<file path="config.mk">
export PLATFORM = sky130hd
export DESIGN_NAME = apb_master_ctrl_flat
export DESIGN_NICKNAME = d
export VERILOG_FILES = /design/src/rtl/apb_bridge_pkg.sv /design/src/rtl/apb_master_ctrl_if.sv /design/src/rtl/apb_addr_decode.sv /design/src/rtl/apb_master_ctrl.sv /design/src/flat_wrapper.sv
export SDC_FILE = /design/constraint.sdc
export NUM_CORES = 1
export LEC_CHECK = 0
export CAP_MARGIN = 20
export CORE_AREA = 2 2 173 175
export CTS_BUF_LIST = sky130_fd_sc_hd__clkbuf_16
export DETAILED_ROUTE_END_ITERATION = 10
export DIE_AREA = 0 0 175 177
export PLACE_DENSITY = 0.7
export SYNTH_ARGS = -nofsm -noshare
export SYNTH_HDL_FRONTEND = slang
export SYNTH_HIERARCHICAL = 1
export SYNTH_SLANG_ARGS = --single-unit
</file>
<file path="constraint.sdc">
create_clock -name clk -period 5.8 [get_ports clk]
set_input_delay 0.87 -clock clk [delete_from_list [all_inputs] [get_ports clk]]
set_output_delay 0.87 -clock clk [all_outputs]
set_load 0.01 [all_outputs]
</file>
<file path="src/rtl/apb_bridge_pkg.sv">
// Shared types and constants for the AHB-to-APB bridge APB master stage.
package apb_bridge_pkg;

  localparam int unsigned NUM_SLV_C = 8;
  localparam int unsigned SLV_IDX_W = 3;

  typedef enum logic [1:0] {
    IDLE,
    SETUP,
    ACCESS,
    DECERR
  } apb_state_e;

  typedef struct packed {
    logic [31:0] addr;
    logic        write;
    logic [31:0] wdata;
  } apb_req_t;

  typedef struct packed {
    logic [31:0] rdata;
    logic        err;
  } apb_rsp_t;

endpackage

</file>
<file path="src/rtl/apb_master_ctrl_if.sv">
// Request/response handshake plus the 8-slave APB bus of the master stage.
interface apb_master_ctrl_if;
  import apb_bridge_pkg::*;

  logic                 req_valid;
  logic                 req_ready;
  logic [31:0]          req_addr;
  logic                 req_write;
  logic [31:0]          req_wdata;
  logic                 rsp_valid;
  logic [31:0]          rsp_rdata;
  logic                 rsp_err;
  logic [31:0]          PADDR;
  logic                 PWRITE;
  logic [31:0]          PWDATA;
  logic [NUM_SLV_C-1:0] PSELx;
  logic                 PENABLE;
  logic [31:0]          PRDATA [NUM_SLV_C-1:0];
  logic [NUM_SLV_C-1:0] PREADY;
  logic [NUM_SLV_C-1:0] PSLVERR;

  modport master (
    input  req_valid, req_addr, req_write, req_wdata, PRDATA, PREADY, PSLVERR,
    output req_ready, rsp_valid, rsp_rdata, rsp_err, PADDR, PWRITE, PWDATA, PSELx, PENABLE
  );

  modport slave (
    output req_valid, req_addr, req_write, req_wdata, PRDATA, PREADY, PSLVERR,
    input  req_ready, rsp_valid, rsp_rdata, rsp_err, PADDR, PWRITE, PWDATA, PSELx, PENABLE
  );

endinterface

</file>
<file path="src/rtl/apb_addr_decode.sv">
// Maps a transfer address onto a slave index, a region hit flag and a one-hot select.
module apb_addr_decode
  import apb_bridge_pkg::*;
#(
  parameter int unsigned SLV_IDX_LSB = 12,
  parameter logic [31:0] REGION_BASE = 32'h0000_0000
) (
  input  logic [31:SLV_IDX_LSB]   addr_i,
  output logic [SLV_IDX_W-1:0]    idx_o,
  output logic                    hit_o,
  output logic [NUM_SLV_C-1:0]    sel_o
);

  // Index field, region compare above it, and one-hot select gated by the hit.
  always_comb begin
    idx_o = addr_i[SLV_IDX_LSB+2:SLV_IDX_LSB];
    hit_o = (addr_i[31:SLV_IDX_LSB+3] == REGION_BASE[31:SLV_IDX_LSB+3]);
    sel_o = '0;
    if (hit_o) sel_o[idx_o] = 1'b1;
  end

endmodule

</file>
<file path="src/rtl/apb_master_ctrl.sv">
// APB master stage: accepts one request, runs SETUP/ACCESS with wait states and a
// timeout, and returns a one-cycle response. All bus outputs are registered.
module apb_master_ctrl
  import apb_bridge_pkg::*;
#(
  parameter int unsigned NUM_SLV     = 8,
  parameter int unsigned SLV_IDX_LSB = 12,
  parameter logic [31:0] REGION_BASE = 32'h0000_0000,
  parameter int unsigned TIMEOUT     = 16
) (
  input logic         clk,
  input logic         rst_n,
  apb_master_ctrl_if.master bus
);

  apb_state_e           state_q, state_d;
  apb_req_t             req_q, req_d;
  apb_rsp_t             rsp_q, rsp_d;
  logic [SLV_IDX_W-1:0] idx_q, idx_d;
  logic [NUM_SLV-1:0]   psel_q, psel_d;
  logic                 penable_q, penable_d;
  logic                 req_ready_q, req_ready_d;
  logic                 rsp_valid_q, rsp_valid_d;
  logic [31:0]          cnt_q, cnt_d;

  logic [SLV_IDX_W-1:0] dec_idx;
  logic                 dec_hit;
  logic [NUM_SLV_C-1:0] dec_sel;
  logic                 slv_ready;
  logic                 slv_err;

  apb_addr_decode #(
    .SLV_IDX_LSB (SLV_IDX_LSB),
    .REGION_BASE (REGION_BASE)
  ) u_decode (
    .addr_i (bus.req_addr[31:SLV_IDX_LSB]),
    .idx_o  (dec_idx),
    .hit_o  (dec_hit),
    .sel_o  (dec_sel)
  );

  // Only the addressed slave's handshake is ever looked at.
  assign slv_ready = bus.PREADY[idx_q];
  assign slv_err   = bus.PSLVERR[idx_q];

  // Next-state, bus controls and response for the transfer sequence.
  always_comb begin
    state_d     = state_q;
    req_d       = req_q;
    idx_d       = idx_q;
    psel_d      = psel_q;
    penable_d   = penable_q;
    cnt_d       = cnt_q;
    rsp_valid_d = 1'b0;
    rsp_d       = '0;

    unique case (state_q)
      IDLE: begin
        if (bus.req_valid && req_ready_q) begin
          req_d = '{addr: bus.req_addr, write: bus.req_write, wdata: bus.req_wdata};
          idx_d = dec_idx;
          if (dec_hit) begin
            state_d = SETUP;
            psel_d  = dec_sel;
            cnt_d   = '0;
          end else begin
            state_d = DECERR;
          end
        end
      end
      SETUP: begin
        state_d   = ACCESS;
        penable_d = 1'b1;
      end
      ACCESS: begin
        if (slv_ready) begin
          state_d     = IDLE;
          psel_d      = '0;
          penable_d   = 1'b0;
          rsp_valid_d = 1'b1;
          rsp_d.err   = slv_err;
          rsp_d.rdata = (!req_q.write && !slv_err) ? bus.PRDATA[idx_q] : '0;
        end else if (TIMEOUT != 0 && cnt_q == 32'(TIMEOUT - 1)) begin
          // This is the TIMEOUT-th stalled ACCESS cycle: abort at this edge.
          state_d     = IDLE;
          psel_d      = '0;
          penable_d   = 1'b0;
          rsp_valid_d = 1'b1;
          rsp_d.err   = 1'b1;
        end else begin
          cnt_d = cnt_q + 32'd1;
        end
      end
      DECERR: begin
        state_d     = IDLE;
        rsp_valid_d = 1'b1;
        rsp_d.err   = 1'b1;
      end
      default: state_d = IDLE;
    endcase

    // Registered so that it reads 0 while reset is held.
    req_ready_d = (state_d == IDLE);
  end

  // State and output registers with asynchronous reset.
  always_ff @(posedge clk or negedge rst_n) begin
    if (!rst_n) begin
      state_q     <= IDLE;
      req_q       <= '0;
      rsp_q       <= '0;
      idx_q       <= '0;
      psel_q      <= '0;
      penable_q   <= 1'b0;
      req_ready_q <= 1'b0;
      rsp_valid_q <= 1'b0;
      cnt_q       <= '0;
    end else begin
      state_q     <= state_d;
      req_q       <= req_d;
      rsp_q       <= rsp_d;
      idx_q       <= idx_d;
      psel_q      <= psel_d;
      penable_q   <= penable_d;
      req_ready_q <= req_ready_d;
      rsp_valid_q <= rsp_valid_d;
      cnt_q       <= cnt_d;
    end
  end

  assign bus.req_ready = req_ready_q;
  assign bus.rsp_valid = rsp_valid_q;
  assign bus.rsp_rdata = rsp_q.rdata;
  assign bus.rsp_err   = rsp_q.err;
  assign bus.PADDR     = req_q.addr;
  assign bus.PWRITE    = req_q.write;
  assign bus.PWDATA    = req_q.wdata;
  assign bus.PSELx     = psel_q;
  assign bus.PENABLE   = penable_q;

endmodule

</file>
<file path="src/flat_wrapper.sv">
// flat-port wrapper written by rule: the top's interface ports become plain ports
module apb_master_ctrl_flat import apb_bridge_pkg::*;
#(
  parameter int unsigned NUM_SLV     = 8,
  parameter int unsigned SLV_IDX_LSB = 12,
  parameter logic [31:0] REGION_BASE = 32'h0000_0000,
  parameter int unsigned TIMEOUT     = 16
)
  (clk, rst_n, bus_req_valid, bus_req_addr, bus_req_write, bus_req_wdata, bus_PRDATA, bus_PREADY, bus_PSLVERR, bus_req_ready, bus_rsp_valid, bus_rsp_rdata, bus_rsp_err, bus_PADDR, bus_PWRITE, bus_PWDATA, bus_PSELx, bus_PENABLE);
  apb_master_ctrl_if bus_i ();
  input logic clk;
  input logic rst_n;
  input wire logic [$bits(bus_i.req_valid)-1:0] bus_req_valid;
  input wire logic [$bits(bus_i.req_addr)-1:0] bus_req_addr;
  input wire logic [$bits(bus_i.req_write)-1:0] bus_req_write;
  input wire logic [$bits(bus_i.req_wdata)-1:0] bus_req_wdata;
  input wire logic [$bits(bus_i.PRDATA)-1:0] bus_PRDATA;
  input wire logic [$bits(bus_i.PREADY)-1:0] bus_PREADY;
  input wire logic [$bits(bus_i.PSLVERR)-1:0] bus_PSLVERR;
  output wire logic [$bits(bus_i.req_ready)-1:0] bus_req_ready;
  output wire logic [$bits(bus_i.rsp_valid)-1:0] bus_rsp_valid;
  output wire logic [$bits(bus_i.rsp_rdata)-1:0] bus_rsp_rdata;
  output wire logic [$bits(bus_i.rsp_err)-1:0] bus_rsp_err;
  output wire logic [$bits(bus_i.PADDR)-1:0] bus_PADDR;
  output wire logic [$bits(bus_i.PWRITE)-1:0] bus_PWRITE;
  output wire logic [$bits(bus_i.PWDATA)-1:0] bus_PWDATA;
  output wire logic [$bits(bus_i.PSELx)-1:0] bus_PSELx;
  output wire logic [$bits(bus_i.PENABLE)-1:0] bus_PENABLE;
  assign bus_i.req_valid = bus_req_valid;
  assign bus_i.req_addr = bus_req_addr;
  assign bus_i.req_write = bus_req_write;
  assign bus_i.req_wdata = bus_req_wdata;
  assign bus_i.PRDATA = {>>{bus_PRDATA}};
  assign bus_i.PREADY = bus_PREADY;
  assign bus_i.PSLVERR = bus_PSLVERR;
  assign bus_req_ready = bus_i.req_ready;
  assign bus_rsp_valid = bus_i.rsp_valid;
  assign bus_rsp_rdata = bus_i.rsp_rdata;
  assign bus_rsp_err = bus_i.rsp_err;
  assign bus_PADDR = bus_i.PADDR;
  assign bus_PWRITE = bus_i.PWRITE;
  assign bus_PWDATA = bus_i.PWDATA;
  assign bus_PSELx = bus_i.PSELx;
  assign bus_PENABLE = bus_i.PENABLE;
  apb_master_ctrl #(.NUM_SLV(NUM_SLV), .SLV_IDX_LSB(SLV_IDX_LSB), .REGION_BASE(REGION_BASE), .TIMEOUT(TIMEOUT)) u_core (.clk(clk), .rst_n(rst_n), .bus(bus_i));
endmodule
</file>
==> results_dict.tcl <==
set metrics [dict create \
    cts_buffers 17 \
    syn-num-nets 961 \
    post_cts_resize_count 0 \
    worstPathRequired_ns 6.13 \
    grt_usage_pct 19.0 \
    cts_tree "yes" \
    relSlewSlack_pct 37.4 \
    finalCritPeriodShare_pct 61.8 \
    wl_per_cell_um 20.8 \
    ant_nets 0 \
    grt_max_degree 112 \
    dieArea_sq_um 31000 \
    setup_tns_ns 0 \
    status "finished clean" \
    grt_pass1_vias 7598 \
    final_layout_size_suffix_gt1_share_pct 17.4 \
    antenna_found_initial 7 \
    ys_seq_elements 146 \
    drv_slew 0 \
    ys_async_sr_fraction_pct 100 \
    overflow 0 \
    dp_cells 1416 \
    io_pins 449 \
    cts_num_sinks 146 \
    die_height_um 177 \
    portBuffers 448 \
    grt_use_met2_pct 35.0 \
    avgSynthCellArea_sq_um 12.9 \
    crit_slowest_cell "nand3_2" \
    cpPeakStageDelay_ns 0.89 \
    cp_top_family "simple AND/OR/NAND/NOR gates" \
    vias 7163 \
    synth_top_flop_cell "dfrtp_1" \
    dp_hpwl_mm 24.0 \
    cp.arrival_ns 3.91 \
    worst_pin_slew_ns 0.937 \
    syn_to_final_growth_pct 68.1 \
    h-tree-depth 4 \
    min_path_type "in -> async" \
    clk_latency_ns 0.42 \
    finalHoldViolCount 0 \
    n_fill_cell 2659 \
    yosysWarnings 6 \
    drc 0 \
    power_mw 5.49 \
    avgViaCountPerCell 4.93 \
    postCtsHoldBufs 0 \
    ir_drop_v 0.000211 \
    multi_input_area_sq_um 4050 \
    synth_cell_types 51 \
    power.density_nw_per_um2 409 \
    first_pass_iters 4 \
    drtIter0Drc 438 \
    met3_usage_pct 4.17 \
    drt-total-wl_mm 30.2 \
    synth_area_sq_um 7980 \
    synthCells 620 \
    stdcell_count 1454 \
    regArea_sq_um 3660 \
    grtUsageMet1_pct 21.2 \
    end_kind "register" \
    worst-path-max-fanout 48 \
    critPathLaunchType "input pin" \
    start_util_pct 27.3 \
    p_leak_nw 5.21 \
    finalClockSkew_ns 0.0157 \
    path_cells "clkdlybuf4s50_1, nor2b_1, o311ai_1, nand3_2, or4_1, a21oi_1" \
    cts_buffer_depth 2 \
    gp_congestion 0.858 \
    cts_root_buffer "clkbuf_16" \
    maxCapViolCount 0 \
    die_w_um 175 \
    rsz0062_at_grt "no" \
    postCtsSetupBuffers 0 \
    nets 1387 \
    synth_edf_count 0 \
    grt_pass1_wl_mm 44.5 \
    busiest_layer "met2" \
    ys_seq_area_share_pct 45.8 \
    path_buf_inv 1 \
    setup_viol 0 \
    crit_type "in -> reg" \
    timing.fmax_mhz 279 \
    fin_crit_ns 3.58 \
    cts.clk_slew.worst_paths_ns 0.07 \
    rows 63 \
    core_area_sq_um 29200 \
]
## final timing paths
kind,slack [ns],startpoint,depth (start not counted),endpoint
min,0.27,rst_n,1,u_core/bus.PADDR[4]$_DFFE_PN0P_
min in group clk,0.51,u_core/bus.PWDATA[20]$_DFFE_PN0P_,1,u_core/bus.PWDATA[20]$_DFFE_PN0P_
max,2.22,bus_PREADY[5],6,u_core/cnt_q[17]$_DFFE_PN0P_
max in group asynchronous,4.35,rst_n,3,u_core/bus.rsp_rdata[4]$_DFF_PN0_
max reg2reg,2.23,u_core/idx_q[1]$_DFFE_PN0P_,5,u_core/cnt_q[17]$_DFFE_PN0P_
min reg2reg,0.51,u_core/bus.PWDATA[20]$_DFFE_PN0P_,1,u_core/bus.PWDATA[20]$_DFFE_PN0P_
## layout by cell type (no fill, tap or decap), drive strengths merged, types with 9 or more instances in the layout
cell,netlist,final
inv,10,18
o21ai,15,15
nand3,20,20
dfrtp,146,146
clkdlybuf4s50,0,447
o41ai,9,9
mux2i,37,37
o31ai,9,9
nand2,32,32
nor4,19,19
nor2,42,42
buf,26,9
a22o,9,9
o311ai,9,9
clkbuf,23,17
mux4,64,64
mux2,68,68
## sequential cells by signal, indices dropped and copies added, names as in the netlist
| register | count |
|---|---|
| u_core/bus.rsp_err | 1 |
| u_core/bus.rsp_valid | 1 |
| u_core/bus.PENABLE | 1 |
| u_core/bus.PWDATA | 32 |
| u_core/bus.rsp_rdata | 32 |
| u_core/bus.PADDR | 32 |
| u_core/state_q | 2 |
| u_core/idx_q | 3 |
| u_core/bus.PWRITE | 1 |
| u_core/bus.PSELx | 8 |
| u_core/cnt_q | 32 |
| u_core/bus.req_ready | 1 |
## cells in the mapped netlist (5+ instances only)
cell type / instances / share of area [%]
dfrtp_1: 146 / 46
mux2_2: 68 / 9.6
mux4_2: 64 / 18
nor2_1: 42 / 2.0
mux2i_1: 37 / 4.6
nand2_1: 32 / 1.5
clkbuf_1: 22 / 1.0
nand3_1: 17 / 1.1
nor4_1: 17 / 1.3
o21ai_0: 12 / 0.75
buf_2: 11 / 0.69
inv_1: 10 / 0.47
a22o_1: 9 / 0.99
o31ai_1: 9 / 0.85
o41ai_1: 9 / 0.99
a21oi_1: 8 / 0.50
o311ai_1: 8 / 0.88
or3_1: 8 / 0.63
nor3_1: 7 / 0.44
o211ai_1: 7 / 0.66
and3_1: 6 / 0.47
buf_1: 6 / 0.28
nand2b_1: 6 / 0.47
nand4_1: 6 / 0.47
nor2b_1: 6 / 0.47
buf_4: 5 / 0.47
## cell type report
class	instances	area share (%)
tap	390	3.64
antenna	6	0.112
multi-input combinational	415	30.2
clock inverter	14	1.30
clock buffer	17	3.17
inverter	10	0.280
sequential	146	27.3
timing repair buffer	456	34.0
## metrics by stage
step           hold WS, ns  cell area, sq um  util [%]  setup WS [ns]
2_1_floorplan        0.462              7980         -           3.37
5_1_grt              0.249             13400      45.9           1.98
4_1_cts              0.502             13400      45.7           2.14
3_5_place_dp         0.487             12800      43.7           1.75
3_3_place_gp         0.480             12800      43.7           1.79
6_report             0.272             13400      45.9           2.22
## logic make-up (layout without fill, tap and decap cells)
group / Yosys count / after routing / share of synthesized area [%]
AO/OA/AOI/OAI: 79 / 79 / 7.32
adder cells (fa/ha/maj): 1 / 1 / 0.157
buffers and inverters: 59 / 497 / 3.57
flip-flops: 146 / 146 / 45.8
multiplexers: 169 / 169 / 32.3
other: 0 / 6 / 0
AND/OR/NAND/NOR: 166 / 166 / 10.9
## metal layers
layer	vias to the layer above	part of all wire (%)	routed length, um
met2	291	55	16500
li1	3261	-	-
met4	2	3.8	1150
met1	3559	36	11000
met3	50	5.2	1560
met5	-	0.043	13
## where the power goes
part           leakage, nW  internal [mW]  switching (mW)
sequential            1.86           1.36           0.309
clock                0.291          0.650           0.482
combinational         3.05           1.57            1.12
total                 5.21           3.58            1.91
## worst reg2reg max path: cells and delay by family, from the launching register on
kind            cells  cell delay (ns)
compound gates      2             0.83
simple gates        3             1.82
flops               1             0.83
Power figures use the tool's default switching activity.
